[config.mk]
export PLATFORM = sky130hd
export DESIGN_NAME = pgm_ddram_port
export DESIGN_NICKNAME = d
export VERILOG_FILES = /design/src/rtl/pgm_ddram_pkg.sv /design/src/rtl/pgm_ddram_port_wr_fifo.sv /design/src/rtl/pgm_ddram_port.sv
export SDC_FILE = /design/constraint.sdc
export NUM_CORES = 1
export LEC_CHECK = 0
export BUFFER_PORTS_ARGS = -buffer_cell sky130_fd_sc_hd__buf_2
export CELL_PAD_IN_SITES_DETAIL_PLACEMENT = 1
export CELL_PAD_IN_SITES_GLOBAL_PLACEMENT = 2
export CORE_UTILIZATION = 43
export CTS_BUF_LIST = sky130_fd_sc_hd__clkbuf_4 sky130_fd_sc_hd__clkbuf_8 sky130_fd_sc_hd__clkbuf_16
export CTS_CLUSTER_SIZE = 10
export DETAILED_ROUTE_END_ITERATION = 6
export GPL_ROUTABILITY_DRIVEN = 1
export PLACE_DENSITY = 0.84
export SLEW_MARGIN = 20
export SYNTH_ARGS = -nofsm -noshare
export SYNTH_HDL_FRONTEND = slang
export SYNTH_SLANG_ARGS = --single-unit
[constraint.sdc]
create_clock -name fixed_50m_clk -period 8.75 [get_ports fixed_50m_clk]
set_input_delay 0 -clock fixed_50m_clk [delete_from_list [all_inputs] [get_ports fixed_50m_clk]]
set_output_delay 0 -clock fixed_50m_clk [all_outputs]
set_load 0.005 [all_outputs]
[src/rtl/pgm_ddram_pkg.sv]
// Shared types and constants for the PGM DDRAM request port.
package pgm_ddram_pkg;

  localparam int unsigned ADDR_W = 29;
  localparam int unsigned DATA_W = 64;
  localparam int unsigned BE_W   = 8;

  // Avalon burst count: every transaction is a single beat.
  localparam logic [7:0] BURST_ONE = 8'd1;

  typedef enum logic [2:0] {
    IDLE,
    WR_ISSUE,
    RD_ISSUE,
    RD_WAIT,
    RD_DONE
  } state_t;

  // One posted write: address, data and byte enables (101 bits).
  typedef struct packed {
    logic [ADDR_W-1:0] addr;
    logic [DATA_W-1:0] din;
    logic [BE_W-1:0]   be;
  } wr_entry_t;

endpackage

[src/rtl/pgm_ddram_port_wr_fifo.sv]
// Posted-write FIFO; the head entry stays in place until the Avalon write is accepted.
module pgm_wr_fifo
  import pgm_ddram_pkg::*;
#(
  parameter int unsigned WR_DEPTH = 4
) (
  input  logic      clk,
  input  logic      reset,
  input  logic      push,
  input  logic      pop,
  input  wr_entry_t din,
  output logic      full,
  output logic      empty,
  output wr_entry_t head
);

  localparam int unsigned PTR_W = (WR_DEPTH > 1) ? $clog2(WR_DEPTH) : 1;
  localparam logic [PTR_W:0] DEPTH_CNT = (PTR_W + 1)'(WR_DEPTH);

  wr_entry_t        mem [WR_DEPTH];
  logic [PTR_W-1:0] wr_ptr;
  logic [PTR_W-1:0] rd_ptr;
  logic [PTR_W:0]   count;
  logic             do_push;
  logic             do_pop;

  assign full    = (count == DEPTH_CNT);
  assign empty   = (count == '0);
  assign head    = mem[rd_ptr];
  assign do_push = push && !full;
  assign do_pop  = pop && !empty;

  // Pointer and occupancy bookkeeping; a simultaneous push and pop leaves count unchanged.
  always_ff @(posedge clk) begin
    if (reset) begin
      wr_ptr <= '0;
      rd_ptr <= '0;
      count  <= '0;
    end else begin
      if (do_push) wr_ptr <= wr_ptr + PTR_W'(1);
      if (do_pop)  rd_ptr <= rd_ptr + PTR_W'(1);
      case ({do_push, do_pop})
        2'b10:   count <= count + (PTR_W + 1)'(1);
        2'b01:   count <= count - (PTR_W + 1)'(1);
        default: count <= count;
      endcase
    end
  end

  // Entry storage, no reset needed since occupancy gates every read.
  always_ff @(posedge clk) begin
    if (do_push) mem[wr_ptr] <= din;
  end

endmodule

[src/rtl/pgm_ddram_port.sv]
// Core-side DDRAM responder: posted writes through a FIFO, serialised single reads,
// each turned into one single-beat Avalon transaction.
module pgm_ddram_port
  import pgm_ddram_pkg::*;
#(
  parameter int unsigned WR_DEPTH = 4
) (
  input  logic        fixed_50m_clk,
  input  logic        reset,
  input  logic        ddram_rd,
  input  logic        ddram_we,
  input  logic [28:0] ddram_addr,
  input  logic [63:0] ddram_din,
  input  logic [7:0]  ddram_be,
  output logic [63:0] ddram_dout,
  output logic        ddram_dout_ready,
  output logic        ddram_busy,
  output logic        wr_overflow,
  input  logic        DDRAM_BUSY,
  output logic [7:0]  DDRAM_BURSTCNT,
  output logic [28:0] DDRAM_ADDR,
  output logic        DDRAM_RD,
  output logic        DDRAM_WE,
  output logic [63:0] DDRAM_DIN,
  output logic [7:0]  DDRAM_BE,
  input  logic [63:0] DDRAM_DOUT,
  input  logic        DDRAM_DOUT_READY
);

  state_t      state;
  state_t      state_next;
  logic        discard;
  logic        push;
  logic        pop;
  logic        fifo_full;
  logic        fifo_empty;
  wr_entry_t   fifo_head;
  wr_entry_t   in_entry;
  wr_entry_t   issue;
  logic        we_next;
  logic        rd_next;
  logic [28:0] addr_next;
  logic [63:0] din_next;
  logic [7:0]  be_next;
  logic [63:0] dout_next;
  logic        ready_next;

  assign in_entry       = '{addr: ddram_addr, din: ddram_din, be: ddram_be};
  assign push           = ddram_we && !fifo_full;
  assign DDRAM_BURSTCNT = BURST_ONE;
  assign ddram_busy     = fifo_full || (state inside {RD_ISSUE, RD_WAIT, RD_DONE});

  pgm_wr_fifo #(
    .WR_DEPTH(WR_DEPTH)
  ) u_wr_fifo (
    .clk   (fixed_50m_clk),
    .reset (reset),
    .push  (push),
    .pop   (pop),
    .din   (in_entry),
    .full  (fifo_full),
    .empty (fifo_empty),
    .head  (fifo_head)
  );

  // Next state and next Avalon/return register values; writes always win over a read in IDLE.
  always_comb begin
    state_next = state;
    we_next    = DDRAM_WE;
    rd_next    = DDRAM_RD;
    addr_next  = DDRAM_ADDR;
    din_next   = DDRAM_DIN;
    be_next    = DDRAM_BE;
    dout_next  = ddram_dout;
    ready_next = 1'b0;
    pop        = 1'b0;
    // An entry being pushed into an empty FIFO is issued straight from the inputs.
    issue      = fifo_empty ? in_entry : fifo_head;
    case (state)
      IDLE: begin
        if (!fifo_empty || push) begin
          state_next = WR_ISSUE;
          we_next    = 1'b1;
          addr_next  = issue.addr;
          din_next   = issue.din;
          be_next    = issue.be;
        end else if (ddram_rd && !discard) begin
          state_next = RD_ISSUE;
          rd_next    = 1'b1;
          addr_next  = ddram_addr;
        end
      end
      WR_ISSUE: begin
        if (!DDRAM_BUSY) begin
          pop        = 1'b1;
          we_next    = 1'b0;
          state_next = IDLE;
        end
      end
      RD_ISSUE: begin
        if (!DDRAM_BUSY) begin
          rd_next    = 1'b0;
          state_next = RD_WAIT;
        end
      end
      RD_WAIT: begin
        if (DDRAM_DOUT_READY) begin
          dout_next  = DDRAM_DOUT;
          ready_next = 1'b1;
          state_next = RD_DONE;
        end
      end
      RD_DONE: state_next = IDLE;
      default: state_next = IDLE;
    endcase
  end

  // State and registered outputs.
  always_ff @(posedge fixed_50m_clk) begin
    if (reset) begin
      state            <= IDLE;
      DDRAM_WE         <= 1'b0;
      DDRAM_RD         <= 1'b0;
      DDRAM_ADDR       <= '0;
      DDRAM_DIN        <= '0;
      DDRAM_BE         <= '0;
      ddram_dout       <= '0;
      ddram_dout_ready <= 1'b0;
    end else begin
      state            <= state_next;
      DDRAM_WE         <= we_next;
      DDRAM_RD         <= rd_next;
      DDRAM_ADDR       <= addr_next;
      DDRAM_DIN        <= din_next;
      DDRAM_BE         <= be_next;
      ddram_dout       <= dout_next;
      ddram_dout_ready <= ready_next;
    end
  end

  // Sticky flag for writes dropped because the FIFO was full.
  always_ff @(posedge fixed_50m_clk) begin
    if (reset)                       wr_overflow <= 1'b0;
    else if (ddram_we && fifo_full)  wr_overflow <= 1'b1;
  end

  // Remember a read still in flight at the memory across reset so its data is swallowed.
  always_ff @(posedge fixed_50m_clk) begin
    if (reset) begin
      discard <= ((state == RD_WAIT) && !DDRAM_DOUT_READY) ||
                 ((state == RD_ISSUE) && !DDRAM_BUSY) ||
                 (discard && !DDRAM_DOUT_READY);
    end else if (DDRAM_DOUT_READY) begin
      discard <= 1'b0;
    end
  end

endmodule

==> results.sh <==
export IMPL_status="finished, final reports clean"
export IMPL_die_h_um=229.5
export IMPL_drive_above_1_share_pct=29.53
export IMPL_clkSlewWorstSetupHoldPaths_ns=0.05
export IMPL_cts_setup_buffers=0
export IMPL_cp_arrival_ns=3.73
export IMPL_min_path_type="in2reg"
export IMPL_cp_max_fo=43
export IMPL_synth_top_area_cell="edfxtp_1"
export IMPL_clock_sinks=586
export IMPL_detail_route_wl_per_cell_um=23.34
export IMPL_maxSlewHeadroom_pct=23.76
export IMPL_min_period_over_period_pct=38.04
export IMPL_antenna_found_initial=7
export IMPL_drc=0
export IMPL_fmaxAchievable_ghz=0.3004
export IMPL_final_setup_viol_count=0
export IMPL_grt_pass1_wl_um=96510
export IMPL_start_util_pct=43.48
export IMPL_postRouteAntennaNets=0
export IMPL_grt_max_degree=116
export IMPL_vias=14949
export IMPL_via_per_inst=5.514
export IMPL_dp_final_hpwl_um=34140
export IMPL_slowest_stage="buf_4"
export IMPL_netlist_top_cells_area="edfxtp_1 55%, dfxtp_1 16%, mux4_2 10%, nand2_1 5.2%, a21oi_1 3.2%"
export IMPL_layout_nets=2152
export IMPL_path_cells="buf_4, buf_4, mux4_2, nand2_1, a311oi_1"
export IMPL_period_needed_ns=3.329
export IMPL_cp_end_kind="flop"
export IMPL_slew_violations=0
export IMPL_crit_buf_inv=2
export IMPL_core_region_area_um2=51200
export IMPL_gr_total_overflow=0
export IMPL_worstRegToRegCells=5
export IMPL_cts_buffers=69
export IMPL_cts_resized=0
export IMPL_syn_avg_cell_area_um2=14.89
export IMPL_cts_tree="yes"
export IMPL_rr_endpoint="DDRAM_DIN[34]"
export IMPL_synth_cells=1495
export IMPL_ir_worst_vdd_mv=0.2056
export IMPL_holdWs_ns=0.1083
export IMPL_cts_buffer_depth=3
export IMPL_grt_setup_unrepaired="false"
export IMPL_seq_area_frac_synth_pct=70.90
export IMPL_place_ws_ns=5.359
export IMPL_setup_tns_ns=0
export IMPL_hold_viol=0
export IMPL_synthFlopType="edfxtp_1"
export IMPL_grt_pass1_vias=16390
export IMPL_max_cap_viol_count=0
export IMPL_yosysWarnings=0
export IMPL_htreeDepth=3
export IMPL_cp_data_required_time_ns=9.15
export IMPL_fin_ws_ns=5.421
export IMPL_firstDrtPassIters=4
export IMPL_yosys_register_bits=586
export IMPL_worst_path_most_repeated_cell="buf_4"
export IMPL_die_area_um2=52690
export IMPL_clk_latency_ns=0.60
export IMPL_ios=349
export IMPL_gp_congestion=0.7334
export IMPL_port_buffers=340
export IMPL_ys_types=45
export IMPL_grt_use_total_pct=24.09
export IMPL_power_density_nw_per_um2=262.2
export IMPL_slowest_delay_ns=0.84
export IMPL_r2r_slack_ns=5.42
export IMPL_max_slew_worst_pin_slew_ns=1.144
export IMPL_fp_dieW_um=229.5
export IMPL_path_class="reg2reg"
export IMPL_synth_cell_area_um2=22260
export IMPL_skew_ns=0.02424
export IMPL_synth_top_area_share_pct=54.63
export IMPL_rows=83
export IMPL_endpoint="DDRAM_DIN[34]"
export IMPL_cp_depth=5
export IMPL_area_delta_synth_final_pct=27.76
export IMPL_num_fill_cells=4960
export IMPL_cts_root_buf="clkbuf_16"
export IMPL_synth_edf_count=405
export IMPL_drt_total_wl_um=63270
export IMPL_synthArstFlopShare_pct=0
export IMPL_path_delay_family="buffers and inverters"
export IMPL_startpoint_type="flop"
export IMPL_cts_hold_fix_buffers=171
export IMPL_drt_iter0_markers=913
export IMPL_p_leak_uw=0.01031
==> cell usage in the layout, fill, tap and decap left out, types with 3 or more instances in the layout <==
cell	Yosys	final
a221oi_1	58	58
nor2_1	11	11
dfxtp_1	181	179
and3_4	0	4
clkbuf_4	0	44
conb_1	2	8
clkbuf_16	0	74
nand3_1	3	3
ha_1	5	5
dlygate4sd3_1	0	171
diode_2	0	6
o21ai_0	5	5
nand2_1	306	306
buf_2	28	339
a21oi_1	143	143
inv_1	38	38
edfxtp_1	405	405
a311oi_1	72	72
mux4_2	101	101
buf_4	14	18
==> stage by stage <==
step	total power, µW	std cells	cell area (µm²)	util [%]
after floorplan	4089	1501	22290	-
final	7459	2711	28440	55.56
after detailed placement	4623	2413	24470	47.79
after CTS	7525	2705	28430	55.53
after global placement	4578	2413	24470	47.79
after global routing	7744	2709	28440	55.55
==> cell type report <==
type | count | area (µm²) | area share [%]
Antenna cell | 6 | 15.01 | 0.05279
Clock buffer | 118 | 2182 | 7.672
Clock inverter | 3 | 66.31 | 0.2331
Inverter | 38 | 142.6 | 0.5015
Multi-Input combinational cell | 751 | 5839 | 20.53
Sequential cell | 586 | 15790 | 55.52
Tap cell | 680 | 850.8 | 2.991
Timing Repair Buffer | 529 | 3555 | 12.50
==> where the power goes <==
group          internal, µW  switching, µW  total (µW)  leakage [µW]
logic                   490            794        1280       0.00395
registers              3210            144        3360       0.00521
clock network          1730           1090        2820       0.00115
==> cells in the mapped netlist, types with 2 or more instances <==
| master | count |
|---|---|
| edfxtp_1 | 405 |
| a311oi_1 | 72 |
| nor3_4 | 2 |
| o21ai_0 | 5 |
| nor2b_1 | 2 |
| or4_1 | 2 |
| a21o_1 | 2 |
| dfxtp_1 | 181 |
| buf_1 | 18 |
| conb_1 | 2 |
| nand2b_1 | 2 |
| nand3_1 | 3 |
| buf_4 | 14 |
| nand2_1 | 306 |
| clkbuf_1 | 64 |
| mux4_2 | 101 |
| a221oi_1 | 58 |
| and3_1 | 4 |
| ha_1 | 5 |
| a211oi_1 | 2 |
| xor2_1 | 2 |
| or3_1 | 3 |
| buf_2 | 28 |
| inv_1 | 38 |
| a21oi_1 | 143 |
| a31oi_1 | 2 |
| nor2_1 | 11 |
==> registers in the layout, summed over array words and instances, names as in the netlist, 3 cells and up, named ones only <==
signal	cells
DDRAM_ADDR	29
DDRAM_BE	8
DDRAM_DIN	64
ddram_dout	64
state	3
u_wr_fifo.count	3
u_wr_fifo.mem	404
==> worst register-to-register path, cell delays in order (launching register included) <==
cell      delay (ns)
dfxtp_4         0.58
buf_4           0.81
buf_4           0.87
mux4_2          0.63
nand2_1         0.11
a311oi_1        0.13
==> cell families (layout without fill, tap and decap cells) <==
logic type | after synthesis | in the layout | share of synthesized area, %
AOI/OAI and AO/OA | 291 | 291 | 8.902
xor gates and xnor gates | 2 | 2 | 0.07870
adders and majority gates | 6 | 6 | 0.3709
buffers and inverters | 164 | 688 | 3.198
DFF | 586 | 586 | 70.90
muxes | 102 | 102 | 10.27
other | 2 | 14 | 0.03373
and+or+nand+nor | 342 | 342 | 6.244
==> worst min path at each step <==
stage	slack, ns	end	startpoint	depth (start not counted)
global placement	0.23	u_wr_fifo.mem[3][30]	ddram_din[22]	1
CTS	0.07	ddram_dout[13]	reset	2
detailed placement	0.24	u_wr_fifo.mem[2][58]	ddram_din[50]	1
floorplan	0.1	u_wr_fifo.mem[0][0]	ddram_be[0]	0
global route	0.10	ddram_dout[13]	reset	2
finish	0.11	ddram_dout[31]	reset	2
==> metal layers <==
layer	track usage (%)	part of all wire [%]
met1	29.29	40
met2	41.65	51
met3	5.304	6.3
met4	9.375	2.6
met5	0	0.041
No activity file was read; power rests on OpenSTA's default activity.
